--- src/rtl/mult_buf_pkg.sv ---
// Shared types for the multiply-to-memory block buffer: block FSM states and pipeline depth.
package mult_buf_pkg;

   typedef enum logic [2:0] {
      IDLE  = 3'd0,
      FILL  = 3'd1,
      DRAIN = 3'd2,
      FULL  = 3'd3,
      READ  = 3'd4
   } state_t;

   localparam int MULT_LATENCY = 3;

endpackage

--- src/rtl/mult_split_pipe.sv ---
// Three-stage split-partial-product multiplier with a valid token shift register.
// MULT_BUF_SIGNED_EN selects two's-complement operands; otherwise operands are unsigned.
module mult_split_pipe
   import mult_buf_pkg::*;
#(
   parameter int IN_WIDTH = 16
) (
   input  logic                  clk,
   input  logic                  rst_n,
   input  logic                  in_valid,
   input  logic [IN_WIDTH-1:0]   a,
   input  logic [IN_WIDTH-1:0]   b,
   output logic                  out_valid,
   output logic [2*IN_WIDTH-1:0] product
);

   localparam int H     = IN_WIDTH / 2;
   localparam int PW    = 2 * H;
   localparam int WIDTH = 2 * IN_WIDTH;

`ifdef MULT_BUF_SIGNED_EN
   localparam logic SGN = 1'b1;
`else
   localparam logic SGN = 1'b0;
`endif

   // Low halves are always unsigned; high halves carry the sign when SGN is set.
   function automatic logic signed [PW-1:0] ext_half(input logic [H-1:0] x, input logic s);
      return {{H{s & x[H-1]}}, x};
   endfunction

   function automatic logic signed [WIDTH-1:0] ext_pp(input logic signed [PW-1:0] x, input logic s);
      return {{PW{s & x[PW-1]}}, x};
   endfunction

   logic signed [PW-1:0]    w_a_lo, w_a_hi, w_b_lo, w_b_hi;
   logic signed [PW-1:0]    r_ll_p0, r_lh_p0, r_hl_p0, r_hh_p0;
   logic signed [WIDTH-1:0] w_sum;
   logic signed [WIDTH-1:0] r_sum_p1;
   logic signed [WIDTH-1:0] r_prod_p2;
   logic [MULT_LATENCY-1:0] r_vld_p;

   assign w_a_lo = ext_half(a[H-1:0], 1'b0);
   assign w_a_hi = ext_half(a[IN_WIDTH-1:H], SGN);
   assign w_b_lo = ext_half(b[H-1:0], 1'b0);
   assign w_b_hi = ext_half(b[IN_WIDTH-1:H], SGN);

   // Stage 1: four half-width partial products
   always_ff @(posedge clk) begin
      if (in_valid) begin
         r_ll_p0 <= w_a_lo * w_b_lo;
         r_lh_p0 <= w_a_lo * w_b_hi;
         r_hl_p0 <= w_a_hi * w_b_lo;
         r_hh_p0 <= w_a_hi * w_b_hi;
      end
   end

   assign w_sum = ext_pp(r_ll_p0, 1'b0)
                + (ext_pp(r_lh_p0, SGN) << H)
                + (ext_pp(r_hl_p0, SGN) << H)
                + (ext_pp(r_hh_p0, SGN) << IN_WIDTH);

   // Stage 2: full-width recombination
   always_ff @(posedge clk) begin
      if (r_vld_p[0]) r_sum_p1 <= w_sum;
   end

   // Stage 3: output register
   always_ff @(posedge clk) begin
      if (r_vld_p[1]) r_prod_p2 <= r_sum_p1;
   end

   always_ff @(posedge clk or negedge rst_n) begin
      if (!rst_n) r_vld_p <= '0;
      else        r_vld_p <= {r_vld_p[MULT_LATENCY-2:0], in_valid};
   end

   assign out_valid = r_vld_p[MULT_LATENCY-1];
   assign product   = r_prod_p2;

endmodule

--- src/rtl/mult_block_buffer.sv ---
// Block buffer: accepts operand pairs, writes products to consecutive memory addresses, streams the block back.
// Operand signedness follows MULT_BUF_SIGNED_EN inside mult_split_pipe.
module mult_block_buffer
   import mult_buf_pkg::*;
#(
   parameter int  IN_WIDTH = 16,
   parameter int  LOGDEPTH = 6,
   localparam int WIDTH    = 2 * IN_WIDTH
) (
   input  logic                clk,
   input  logic                rst_n,
   input  logic                EN_mult,
   input  logic [IN_WIDTH-1:0] mult_input0,
   input  logic [IN_WIDTH-1:0] mult_input1,
   output logic                RDY_mult,
   input  logic                flush,
   output logic                EN_writeMem,
   output logic [LOGDEPTH-1:0] writeMem_addr,
   output logic [WIDTH-1:0]    writeMem_val,
   input  logic                EN_blockRead,
   output logic                EN_readMem,
   output logic [LOGDEPTH-1:0] readMem_addr,
   input  logic [WIDTH-1:0]    readMem_val,
   output logic                VALID_memVal,
   output logic                LAST_memVal,
   output logic [WIDTH-1:0]    memVal_data,
   output logic [LOGDEPTH:0]   block_count
);

   localparam int DEPTH = 2 ** LOGDEPTH;
   localparam logic [LOGDEPTH:0] DEPTH_C = (LOGDEPTH + 1)'(DEPTH);

   state_t              r_state, w_state_nxt;
   logic [LOGDEPTH:0]   r_issued, w_issued_nxt;
   logic [LOGDEPTH:0]   r_written, w_written_nxt;
   logic [LOGDEPTH:0]   r_rd_ptr, w_rd_ptr_nxt;
   logic                r_alive;
   logic                r_rd_vld, r_rd_last;
   logic                w_rdy, w_accept, w_rd_en, w_rd_last;
   logic                w_pipe_vld;
   logic [WIDTH-1:0]    w_product;

   mult_split_pipe #(
      .IN_WIDTH (IN_WIDTH)
   ) u_pipe (
      .clk       (clk),
      .rst_n     (rst_n),
      .in_valid  (w_accept),
      .a         (mult_input0),
      .b         (mult_input1),
      .out_valid (w_pipe_vld),
      .product   (w_product)
   );

   // r_alive keeps RDY_mult low while reset is held, rising on the first edge after release.
   assign w_rdy    = r_alive && ((r_state == IDLE) || ((r_state == FILL) && (r_issued < DEPTH_C)));
   assign w_accept = EN_mult && w_rdy;

   always_comb begin
      w_state_nxt   = r_state;
      w_issued_nxt  = r_issued;
      w_written_nxt = r_written + {{LOGDEPTH{1'b0}}, w_pipe_vld};
      w_rd_ptr_nxt  = r_rd_ptr;
      w_rd_en       = 1'b0;
      w_rd_last     = 1'b0;
      case (r_state)
         IDLE, FILL: begin
            if (w_accept) w_issued_nxt = r_issued + 1'b1;
            if ((w_issued_nxt == DEPTH_C) || (flush && (w_issued_nxt != '0)))
               w_state_nxt = DRAIN;
            else if (w_issued_nxt != '0)
               w_state_nxt = FILL;
         end
         DRAIN: begin
            if (w_written_nxt == r_issued) w_state_nxt = FULL;
         end
         FULL: begin
            if (EN_blockRead) begin
               w_state_nxt  = READ;
               w_rd_ptr_nxt = '0;
            end
         end
         READ: begin
            w_rd_en      = 1'b1;
            w_rd_ptr_nxt = r_rd_ptr + 1'b1;
            if (r_rd_ptr == (r_written - 1'b1)) begin
               w_rd_last     = 1'b1;
               w_state_nxt   = IDLE;
               w_issued_nxt  = '0;
               w_written_nxt = '0;
               w_rd_ptr_nxt  = '0;
            end
         end
         default: w_state_nxt = IDLE;
      endcase
   end

   always_ff @(posedge clk or negedge rst_n) begin
      if (!rst_n) begin
         r_state   <= IDLE;
         r_issued  <= '0;
         r_written <= '0;
         r_rd_ptr  <= '0;
         r_alive   <= 1'b0;
         r_rd_vld  <= 1'b0;
         r_rd_last <= 1'b0;
      end else begin
         r_state   <= w_state_nxt;
         r_issued  <= w_issued_nxt;
         r_written <= w_written_nxt;
         r_rd_ptr  <= w_rd_ptr_nxt;
         r_alive   <= 1'b1;
         r_rd_vld  <= w_rd_en;
         r_rd_last <= w_rd_last;
      end
   end

   assign RDY_mult      = w_rdy;
   assign EN_writeMem   = w_pipe_vld;
   assign writeMem_addr = r_written[LOGDEPTH-1:0];
   assign writeMem_val  = w_pipe_vld ? w_product : '0;
   assign EN_readMem    = w_rd_en;
   assign readMem_addr  = r_rd_ptr[LOGDEPTH-1:0];
   assign VALID_memVal  = r_rd_vld;
   assign LAST_memVal   = r_rd_last;
   assign memVal_data   = r_rd_vld ? readMem_val : '0;
   assign block_count   = r_written;

endmodule

--- config.mk ---
export PLATFORM = sky130hd
export DESIGN_NAME = mult_block_buffer
export DESIGN_NICKNAME = d
export VERILOG_FILES = /design/src/rtl/mult_buf_pkg.sv /design/src/rtl/mult_split_pipe.sv /design/src/rtl/mult_block_buffer.sv
export SDC_FILE = /design/constraint.sdc
export NUM_CORES = 1
export LEC_CHECK = 0
export CORE_MARGIN = 3
export CORE_UTILIZATION = 40
export CTS_CLUSTER_DIAMETER = 80
export DETAILED_ROUTE_END_ITERATION = 8
export DONT_BUFFER_PORTS = 1
export SETUP_SLACK_MARGIN = 0.5
export SLEW_MARGIN = 25
export SYNTH_ARGS = -nofsm -noshare
export SYNTH_HDL_FRONTEND = slang
export SYNTH_SLANG_ARGS = --single-unit
--- constraint.sdc ---
create_clock -name clk -period 7.7 [get_ports clk]
set_input_delay 0 -clock clk [delete_from_list [all_inputs] [get_ports clk]]
set_output_delay 0 -clock clk [all_outputs]
set_load 0.01 [all_outputs]
==> metrics.md, run 1 <==
| Metric | Value |
|---|---|
| Status | completed |
| Library cells used by synthesis | 69 |
| Initial antenna violation count | 0 |
| Worst Setup Path Type | flop to flop |
| Actual slew at the worst max-slew pin | 886.7 ps |
| Max Slew Vio Count | 0 |
| YS warnings | 0 |
| Avg WL per Cell | 15.81 µm |
| RSZ-0062 raised after global routing | false |
| Post-CTS resize count | 0 |
| Starting Density | 0.4082 |
| CTS tree | yes |
| Final Cycle Share | 0.6050 |
| Total Power | 0.005305 W |
| CTS Sinks | 158 |
| CP Capture Type | flop |
| Type of origin of the critical path | flop |
| Share of cells above drive strength 1 | 0.02979 |
| Layout Skew | 12.08 ps |
| Ys flop type | edfxtp_1 |
| Register Area | 4596 µm² |
| First-pass GRT wire length | 57930 µm |
| Largest cells by area after synthesis | edfxtp_1 23%, fa_1 19%, ha_1 14% |
| Syn Inst Count | 1654 |
| Hold Path Class | input port to flop |
| Routed vias | 10820 |
| Area grow syn2layout | 7.209% |
| GPL Wtd Cong | 0.8389 |
| DRT iter0 DRCs | 562 |
| DIE WIDTH | 208.3 µm |
| Setup violators final | 0 |
| All-layer global routing usage | 0.1640 |
| Max incr delay on CP | 480 ps |
| Peak Freq | 214.6 MHz |
| Later-pin clock latency in the skew report | 430 ps |
| Hold Violations, Final | 0 |
| Area of the multi-input gates | 10400 µm² |
| Post-synth EDFFs | 128 |
| I/O Pins | 157 |
| Placed cells | 2121 |
| Final cell count without fillers | 2170 |
| Hpwl dp | 26600 µm |
| Postcts setup bufs | 0 |
| Ys async rst share | 0.1899 |
| Biggest area consumer among synthesized cells | edfxtp_1 |
| Worst EP required | 7860 ps |
| Fin Setup TNS | 0 ps |
| Number of CTS-inserted buffers | 17 |
| Vias in the first global route | 11120 |
| Detail Route Antenna Nets | 0 |
| Row count | 73 |
| Power per cell area | 302.3 nW/µm² |
| Ant. Diodes | 0 |
| DRT Pass-1 Iters | 5 |
| Grt ovf | 0 |
| CTS HTree Levels | 4 |
| Min Tclk post-route | 4659 ps |
| Nets | 2038 |
| Syn_nets | 2060 |
| FILL cells | 3825 |
| Slew headroom | 0.4089 |
| Hold_buf cts | 17 |
| Die area | 43380 µm² |
| Slowest cell on the critical path | fa_1 |
| DRC | 0 |
| IO buf count | 0 |
| Deepest clock path buffer count | 2 |
| Die Ht | 208.3 µm |
| Clock transition at path regs | 60 ps |
| Seq/Total Area, Yosys | 0.2807 |
| Worst EP arrival | 4820 ps |
| Total wire length | 34310 µm |
| Core Footprint | 40100 µm² |
| Crit-path max FO | 5 |
| Max VDD drop | 137.8 µV |
| Mean Syn Cell Area | 9.896 µm² |
| Largest net degree at the start of global routing | 68 |
| Share of the synthesized area in the top cell type | 0.2348 |
| Lkg Pwr | 8.014 nW |
| Vias per inst | 4.984 |
| Cell Chain, Critical Path | ha_1 > inv_1 > fa_1 > nor2b_1 > o21ai_0 > a21boi_0 > o21ai_0 > a21oi_1 > nand3_1 > xor2_1 > fa_1 > inv_1 > ha_1 > a211o_1 > nor4_1 > a211o_1 > a21boi_1 > o211ai_1 > xnor2_1 |
| Yosys reg bits | 158 |
| Max Cap Viol | 0 |
| Post-Syn Area | 16370 µm² |
| CTS root buf | clkbuf_16 |
==> cell usage after synthesis (all sizes together) (8+ instances only) <==
library cell,count
and3,13
xor2,21
nor2b,14
nand3,26
dfrtp,30
ha,183
edfxtp,128
nand2b,8
inv,285
o21ai,38
fa,154
clkbuf,40
xnor2,79
nor2,51
nand2,106
o21a,19
and2,263
buf,21
a21oi,63
a31oi,9
nor3,12
==> kinds of logic after synthesis <==
logic type | count (synthesis) | share of synthesized area
other cells | 1 | 0.0002291
flops | 158 | 0.2807
simple gates | 514 | 0.1734
xor+xnor | 100 | 0.05351
mux | 6 | 0.003669
buf+inv | 348 | 0.08385
fa+ha+maj | 337 | 0.3282
compound gates | 190 | 0.07636
==> metal layers <==
metal  track usage  part of all wire  vias up  wire (µm)
met5             0                 0        -          0
met4       0.03976             0.012        0        395
met3       0.02820             0.046       20       1595
met2        0.2691              0.47      270      15960
met1        0.2272              0.48     5250      16360
li1              -                 -     5275          -
==> worst max-delay path, delay by kind of cell (launching register included) <==
family / cells / cell delay, ps
and+or+nand+nor: 3 / 620
buffers and inverters: 2 / 90
adders and majority gates: 4 / 1340
DFF: 1 / 330
AOI/OAI and AO/OA: 8 / 1700
xor gates and xnor gates: 2 / 290
==> path summary, 6_finish.rpt <==
kind                                startpoint             endpoint  slack [ps]  cells after the start
min                             mult_input0[0]    u_pipe.r_lh_p0[2]          40                      3
min in group asynchronous                rst_n         VALID_memVal         110                      3
max reg2reg                  u_pipe.r_lh_p0[0]  u_pipe.r_sum_p1[31]        3040                     19
min reg2reg                u_pipe.r_sum_p1[14]   u_pipe.product[14]         420                      0
max in group asynchronous                rst_n    u_pipe.r_vld_p[2]        7410                      3
max                          u_pipe.r_lh_p0[0]  u_pipe.r_sum_p1[31]        3040                     19
==> where the power goes <==
| group | total, W | leakage (nW) | internal (W) | switching, W |
|---|---|---|---|---|
| logic | 0.00296 | 6.17 | 0.00127 | 0.00169 |
| clock network | 0.000852 | 0.281 | 0.000535 | 0.000317 |
| registers | 0.00149 | 1.56 | 0.00130 | 0.000189 |
==> flip-flops by register name, indices dropped and copies added (netlist names) <==
register,count
u_pipe.r_lh_p0,16
block_count,7
r_state,3
r_issued,7
u_pipe.product,32
u_pipe.r_ll_p0,16
r_alive,1
u_pipe.r_vld_p,3
u_pipe.r_hh_p0,16
LAST_memVal,1
r_rd_ptr,7
u_pipe.r_sum_p1,32
u_pipe.r_hl_p0,16
VALID_memVal,1
==> cell usage in the layout (no fill, tap or decap), types with 7 or more instances in the layout <==
cell type and n:
dfrtp_1 29, dlygate4sd3_1 15, clkinv_1 7, nor2_1 49, a21oi_1 63, o21a_1 19, a21o_1 7, nand3_1 25
and2_1 263, nand2_1 105, ha_1 183, and3_1 13, nand2b_1 8, a211oi_1 7, clkbuf_16 17, o21ai_0 35
a31oi_1 9, nor2b_1 14, inv_1 285, nor3_1 11, xor2_1 21, fa_1 154, xnor2_1 79, edfxtp_1 128
==> cell type report <==
class                      instances  share of cell area
clock buffer                      18             0.02446
clock inverter                    14            0.009911
inverter                         287             0.06146
multi-input combinational       1148              0.5927
sequential                       158              0.2619
tap                              525             0.03743
timing repair buffer              20             0.01212
==> stage by stage <==
step                hold slack [ps]  instance area, µm²  utilization  setup slack, ps
global placement             -294.9               16750       0.4178             3181
CTS                           10.75               17550       0.4376             3056
detailed placement           -294.9               16750       0.4178             3074
global route                  19.25               17550       0.4376             2675
floorplan                    -295.6               16370            -             3444
finish                        41.17               17550       0.4376             3041
(Power assumes the default switching activity.)
==> run 2: changes to the inputs <==
==> constraint.sdc (replaced) <==
create_clock -name clk -period 4.1 [get_ports clk]
set_input_delay 0 -clock clk [delete_from_list [all_inputs] [get_ports clk]]
set_output_delay 0 -clock clk [all_outputs]
set_load 0.01 [all_outputs]
==> metrics.md, run 2 (synthesis gave the netlist of run 1 again) <==
| Metric | Value |
|---|---|
| Type of origin of the critical path | flop |
| Grt ovf | 0 (unchanged) |
| Clock transition at path regs | 60 ps (about the same) |
| Fin Setup TNS | 0 ps (unchanged) |
| Detail Route Antenna Nets | 0 (unchanged) |
| Min Tclk post-route | 4032 ps (-626.9 ps) |
| RSZ-0062 raised after global routing | true |
| All-layer global routing usage | 0.1645 (+0.0004832) |
| Most frequent cells in the layout | 273 x inv_1, 241 x and2_1, 157 x ha_1 |
| Crit-path max FO | 4 (-1) |
| Starting Density | 0.4082 (unchanged) |
| CTS tree | yes |
| DRT Pass-1 Iters | 5 (unchanged) |
| Row count | 73 (unchanged) |
| DRC | 0 (unchanged) |
| FILL cells | 3764 (-1.6%) |
| Status | completed |
| I/O Pins | 157 (unchanged) |
| Met1 Usage GRT | 0.2327 (+0.005550) |
| Share of cells above drive strength 1 | 0.1296 (+0.09982) |
| Most common cell after layout, fill and taps aside | inv_1 |
| Area after DPL | 17350 µm² (+3.5%) |
| Slew headroom | 0.4421 (+0.03325) |
| CTS root buf | clkbuf_16 |
| Worst EP required | 4280 ps (-3580 ps) |
| Area grow syn2layout | 13.80% |
| Setup violators final | 0 (unchanged) |
| CP Capture Type | flop |
| Max Slew Vio Count | 0 (unchanged) |
| First-pass GRT wire length | 58220 µm (+0.50%) |
| Max VDD drop | 317.0 µV (+130%) |
| Design Area, Final | 18630 µm² (+6.1%) |
| GPL Wtd Cong | 0.7909 (-5.7%) |
| DIE WIDTH | 208.3 µm (unchanged) |
| Peak Freq | 248.0 MHz (+16%) |
| Core Footprint | 40100 µm² (unchanged) |
| Die area | 43380 µm² (unchanged) |
| GR Util met2 | 0.2656 (-0.003505) |
| Nets | 2075 (+1.8%) |
| Later-pin clock latency in the skew report | 440 ps (about the same) |
| Initial antenna violation count | 0 (unchanged) |
| DRT iter0 DRCs | 546 (-2.8%) |
| Post-Place Setup Slack | -98.06 ps (-3172 ps) |
| Total wire length | 35210 µm (+2.6%) |
| Deepest clock path buffer count | 2 (unchanged) |
| Worst Setup Path Type | flop to flop |
| Met3 usage in global routing | 0.03001 (+0.001809) |
| Ant. Diodes | 0 (unchanged) |
| Layer with the highest usage | met2 |
| IO buf count | 0 (unchanged) |
| Vias in the first global route | 10990 (-1.2%) |
| Hold Worst Slack | 18.24 ps (-22.93 ps) |
| Number of CTS-inserted buffers | 17 (unchanged) |
| CTS HTree Levels | 4 (unchanged) |
| CTS Sinks | 158 (unchanged) |
| Actual slew at the worst max-slew pin | 836.8 ps (-49.87 ps) |
| Vias per inst | 4.972 (-0.23%) |
| Avg WL per Cell | 15.95 µm (+0.92%) |
| Core Util, Final | 0.4645 (+0.02690) |
| Die Ht | 208.3 µm (unchanged) |
| Max Cap Viol | 0 (unchanged) |
| Worst EP arrival | 4210 ps (-610 ps) |
| Hold Path Class | input port to async pin |
| Power per cell area | 615.4 nW/µm² (+100%) |
| Hpwl dp | 26680 µm (+0.28%) |
| Final Cycle Share | 0.9834 (+0.3784) |
| Routed vias | 10970 (+1.5%) |
| Largest net degree at the start of global routing | 67 (-1.5%) |
| Final worst setup slack | 68.10 ps (-2973 ps) |
| Reg2Reg Depth | 18 (-1) |
| Layout Skew | 8.600 ps (-3.484 ps) |
| Hold Violations, Final | 0 (unchanged) |
| Lkg Pwr | 8.318 nW (+3.8%) |
==> run 2: cell types whose count changed in the layout (fill, tap and decap cells not counted), sizes merged <==
cell / delta
clkinv: -1
buf: +35
inv: +1
dlygate4sd3: +2
clkinvlp: -1
clkbuf: +2
bufinv: -1
==> run 2: repair_timing <==
action                     4_1_cts  5_1_grt
setup endpoints to repair       13       25
pin swaps                       20       45
buffers inserted                 6        8
gates resized for setup         22       53
hold endpoints to repair        49        0
hold buffers                    18        0
==> run 2: per-layer routing <==
layer | vias to the layer above | part of all wire
met5 | - | 0
met4 | 0 | 0.0091
met3 | 19 | 0.047
met2 | 241 | 0.46
met1 | 5358 | 0.48
li1 | 5356 | -
==> run 2: layout make-up <==
cell class              count  area [µm²]  area share
flip-flops and latches    158        4594      0.2467
repair buffers             57       501.7     0.02694
multi-input cells        1148       11220      0.6021
clock buffers              20       436.7     0.02344
well taps                 525       656.9     0.03527
inverters                 287        1079     0.05790
clock inverters            12       142.6    0.007658
==> run 2: per-stage QoR <==
stage,cells,total power (W)
finish,2207,0.01146
global route,2207,0.01252
CTS,2199,0.01105
detailed placement,2143,0.009058
global placement,2143,0.008955
floorplan,1654,0.007747
==> run 2: path summary, 6_finish.rpt <==
| check | startpoint | endpoint | slack, ps |
|---|---|---|---|
| max in group asynchronous | rst_n | r_rd_ptr[0] | 3910 |
| min in group clk | flush | r_state[0] | 40 |
| min reg2reg | u_pipe.r_sum_p1[28] | u_pipe.product[28] | 420 |
| max reg2reg | u_pipe.r_lh_p0[0] | u_pipe.r_sum_p1[29] | 70 |
| max | u_pipe.r_lh_p0[0] | u_pipe.r_sum_p1[29] | 70 |
| min | rst_n | block_count[4] | 20 |
==> run 2: report_power, final <==
part	total (W)	switching (W)	leakage, nW	internal, W
logic	0.00711	0.00370	6.48	0.00341
clock network	0.00156	0.000614	0.281	0.000949
registers	0.00279	0.000345	1.56	0.00245
total	0.0115	0.00466	8.32	0.00680
==> run 2: critical path: stages (launching register included) <==
cell       delay, ps
edfxtp_1         330
ha_2             180
inv_2             40
fa_2             340
nor2b_2          130
o21ai_2           70
a21boi_2         160
o21ai_2           80
a21oi_2          230
xor2_1           200
fa_1             480
ha_4             300
and3_4           190
nor2b_4          160
a31oi_4           50
a211o_1          310
a21boi_2         230
o2111ai_2        130
xnor2_1          160
==> run 3: changes to the inputs <==
--- a/config.mk
+++ b/config.mk
@@ -5,6 +5,7 @@
 export SDC_FILE = /design/constraint.sdc
 export NUM_CORES = 1
 export LEC_CHECK = 0
+export ABC_AREA = 1
 export CORE_MARGIN = 3
 export CORE_UTILIZATION = 40
 export CTS_CLUSTER_DIAMETER = 80
==> metrics.md, run 3 <==
| Metric | Value |
|---|---|
| Deepest clock path buffer count | 2 (unchanged) |
| Area grow syn2layout | 11.52% |
| Initial antenna violation count | 0 (unchanged) |
| Actual slew at the worst max-slew pin | 719.0 ps (-117.8 ps) |
| Ys async rst share | 0.1899 (unchanged) |
| Area after DPL | 17710 µm² (+2.1%) |
| Die Ht | 212.0 µm (+1.8%) |
| Core Util, Final | 0.4572 (-0.007344) |
| Type of origin of the critical path | flop |
| GPL Wtd Cong | 0.8606 (+8.8%) |
| Share of the synthesized area in the top cell type | 0.2265 (-0.008295) |
| CP Capture Type | flop |
| Max Cap Viol | 0 (unchanged) |
| Worst Hold End | u_pipe.r_hl_p0[2] |
| Later-pin clock latency in the skew report | 430 ps (about the same) |
| R2R Setup Slk | 350 ps (+280 ps) |
| Starting Density | 0.4100 (+0.001757) |
| DRT iter0 DRCs | 813 (+49%) |
| Yosys reg bits | 158 (unchanged) |
| CTS root buf | clkbuf_16 |
| Core Footprint | 41390 µm² (+3.2%) |
| Number of CTS-inserted buffers | 17 (unchanged) |
| Largest net degree at the start of global routing | 45 (-33%) |
| Total wire length | 39040 µm (+11%) |
| Post-Syn Area | 16970 µm² (+3.7%) |
| Library cells used by synthesis | 44 (-36%) |
| DRT Pass-1 Iters | 6 (+1) |
| Most frequent cells in the layout | 593 x inv_1, 484 x nand2_1, 155 x ha_1 |
| Syn Inst Count | 2083 (+26%) |
| Design Area, Final | 18920 µm² (+1.6%) |
| Final Cycle Share | 0.9140 (-0.06937) |
| I/O Pins | 157 (unchanged) |
| Hold Crit Depth | 4 |
| Min Tclk post-route | 3747 ps (-284.4 ps) |
| Top-count cell post-synth | inv_1 |
| Grt ovf | 0 (unchanged) |
| Vias in the first global route | 12570 (+14%) |
| Power per cell area | 630.4 nW/µm² (+2.4%) |
| Worst R2R End | u_pipe.r_sum_p1[27] |
| Fin Setup TNS | 0 ps (unchanged) |
| Worst Setup Path Type | flop to flop |
| Max VDD drop | 355.6 µV (+12%) |
| Crit-path max FO | 4 (unchanged) |
| Die area | 44930 µm² (+3.6%) |
| Hpwl dp | 29990 µm (+12%) |
| Worst EP required | 4270 ps (about the same) |
| Lkg Pwr | 10.65 nW (+28%) |
| Clock transition at path regs | 70 ps (about the same) |
| Most common cell after layout, fill and taps aside | inv_1 |
| DRC | 0 (unchanged) |
| Setup violators final | 0 (unchanged) |
| Hold Worst Slack | 33.48 ps (+15.23 ps) |
| Biggest area consumer among synthesized cells | edfxtp_1 |
| YS warnings | 0 (unchanged) |
| Vias per inst | 4.823 (-3.0%) |
| Layout Skew | 9.365 ps (+0.7649 ps) |
| Seq/Total Area, Yosys | 0.2708 (-0.009915) |
| Reg2Reg Depth | 19 (+1) |
| Hold Violations, Final | 0 (unchanged) |
| Min-delay src | mult_input0[8] |
| Max Slew Vio Count | 0 (unchanged) |
| Synth cell count leaders | 606 x inv_1, 499 x nand2_1, 183 x ha_1, 154 x fa_1, 128 x edfxtp_1 |
| Syn_nets | 2489 (+21%) |
| Routed vias | 12570 (+15%) |
| Mean Syn Cell Area | 8.146 µm² (-18%) |
| CTS HTree Levels | 4 (unchanged) |
| FF-to-FF Start | u_pipe.r_lh_p0[0] |
| Nets | 2467 (+19%) |
| Detail Route Antenna Nets | 0 (unchanged) |
| Row count | 74 (+1.4%) |
| All-layer global routing usage | 0.1764 (+0.01192) |
| Avg WL per Cell | 14.98 µm (-6.1%) |
| IO buf count | 0 (unchanged) |
| Ant. Diodes | 0 (unchanged) |
| Slew headroom | 0.5170 (+0.07484) |
| Status | completed |
| CTS Sinks | 158 (unchanged) |
| Hold Path Class | input port to flop |
| RSZ-0062 raised after global routing | true |
| Worst EP arrival | 3920 ps (-290 ps) |
| Peak Freq | 266.8 MHz (+7.6%) |
| Largest cells by area after synthesis | edfxtp_1 23%, fa_1 18%, ha_1 13% |
| Share of cells above drive strength 1 | 0.09740 (-0.03221) |
| CTS tree | yes |
| Ys flop type | edfxtp_1 |
| Post-synth EDFFs | 128 (unchanged) |
| First-pass GRT wire length | 63630 µm (+9.3%) |
| DIE WIDTH | 212.0 µm (+1.8%) |
==> run 3: cell types whose count changed after synthesis, sizes merged, moves of 24 or more <==
cell / change
xnor2: -45
xor2: +40
nand2: +396
nand3: +24
clkbuf: +32
inv: +326
and2: -263
==> run 3: layout make-up <==
type                    instances  area (µm²)
clock inverters                15       126.4
well taps                     532       665.6
inverters                     612        2297
clock buffers                  17       425.4
repair buffers                 44       401.6
multi-input cells            1228       10410
flip-flops and latches        158        4596
fillers                      3993       22470
==> run 3: per-stage QoR <==
step	std cells	power (W)	worst slack [ps]
final	2606	0.01193	352.5
after global routing	2606	0.01304	99.63
after CTS	2599	0.01160	314.3
after detailed placement	2534	0.009626	72.89
after global placement	2534	0.009543	163.7
after floorplan	2083	0.008219	346.7
==> run 3: metal layers <==
metal / up-vias / track usage / part of all wire / wire, µm
li1: 6168 / - / - / -
met1: 6015 / 0.2459 / 0.47 / 18300
met2: 356 / 0.2944 / 0.47 / 18230
met3: 31 / 0.02579 / 0.054 / 2098
met4: 0 / 0.03557 / 0.011 / 412
met5: - / 0 / 0 / 0
==> run 3: worst max path at each step <==
stage                                   from                  end  cells after the start
after floorplan               mult_input1[2]   u_pipe.r_ll_p0[14]                     21
after global placement     u_pipe.r_lh_p0[0]  u_pipe.r_sum_p1[31]                     21
after detailed placement  u_pipe.r_ll_p0[14]  u_pipe.r_sum_p1[31]                     19
after CTS                  u_pipe.r_ll_p0[8]  u_pipe.r_sum_p1[31]                     21
after global routing       u_pipe.r_lh_p0[0]  u_pipe.r_sum_p1[28]                     20
final                      u_pipe.r_lh_p0[0]  u_pipe.r_sum_p1[27]                     19
==> run 3: power breakdown <==
group / internal [W] / switching (W)
Sequential: 0.00254 / 0.000259
Combinational: 0.00319 / 0.00446
Clock: 0.000795 / 0.000685
==> run 3: cells by family after synthesis <==
family	count (synthesis)	synth area share
other	1	0.0002210
flip-flops	158	0.2708
XOR/XNOR	95	0.04904
buffers and inverters	697	0.1570
AO/OA/AOI/OAI	143	0.04889
AND/OR/NAND/NOR	652	0.1574
adder cells (fa/ha/maj)	337	0.3166
==> run 3: timing repair <==
item	CTS	global route
resized for setup	30	29
pin swaps	13	14
hold endpoints to repair	52	0
hold buffers	20	0
setup endpoints to repair	13	14
buffers inserted	13	7
==> run 3: critical path, cell delays in order (launching register included) <==
cell and delay, ps:
edfxtp_1 330, ha_2 190, inv_2 40, fa_2 340, o221ai_2 190, nand2_1 80, o211ai_1 180, nand3_1 170
nor2_1 140, xnor2_1 160, fa_1 460, inv_2 80, ha_4 210, buf_4 150, a21oi_4 140, nand2_2 80
a21oi_2 140, nand3_2 130, buf_4 160, xor2_1 130
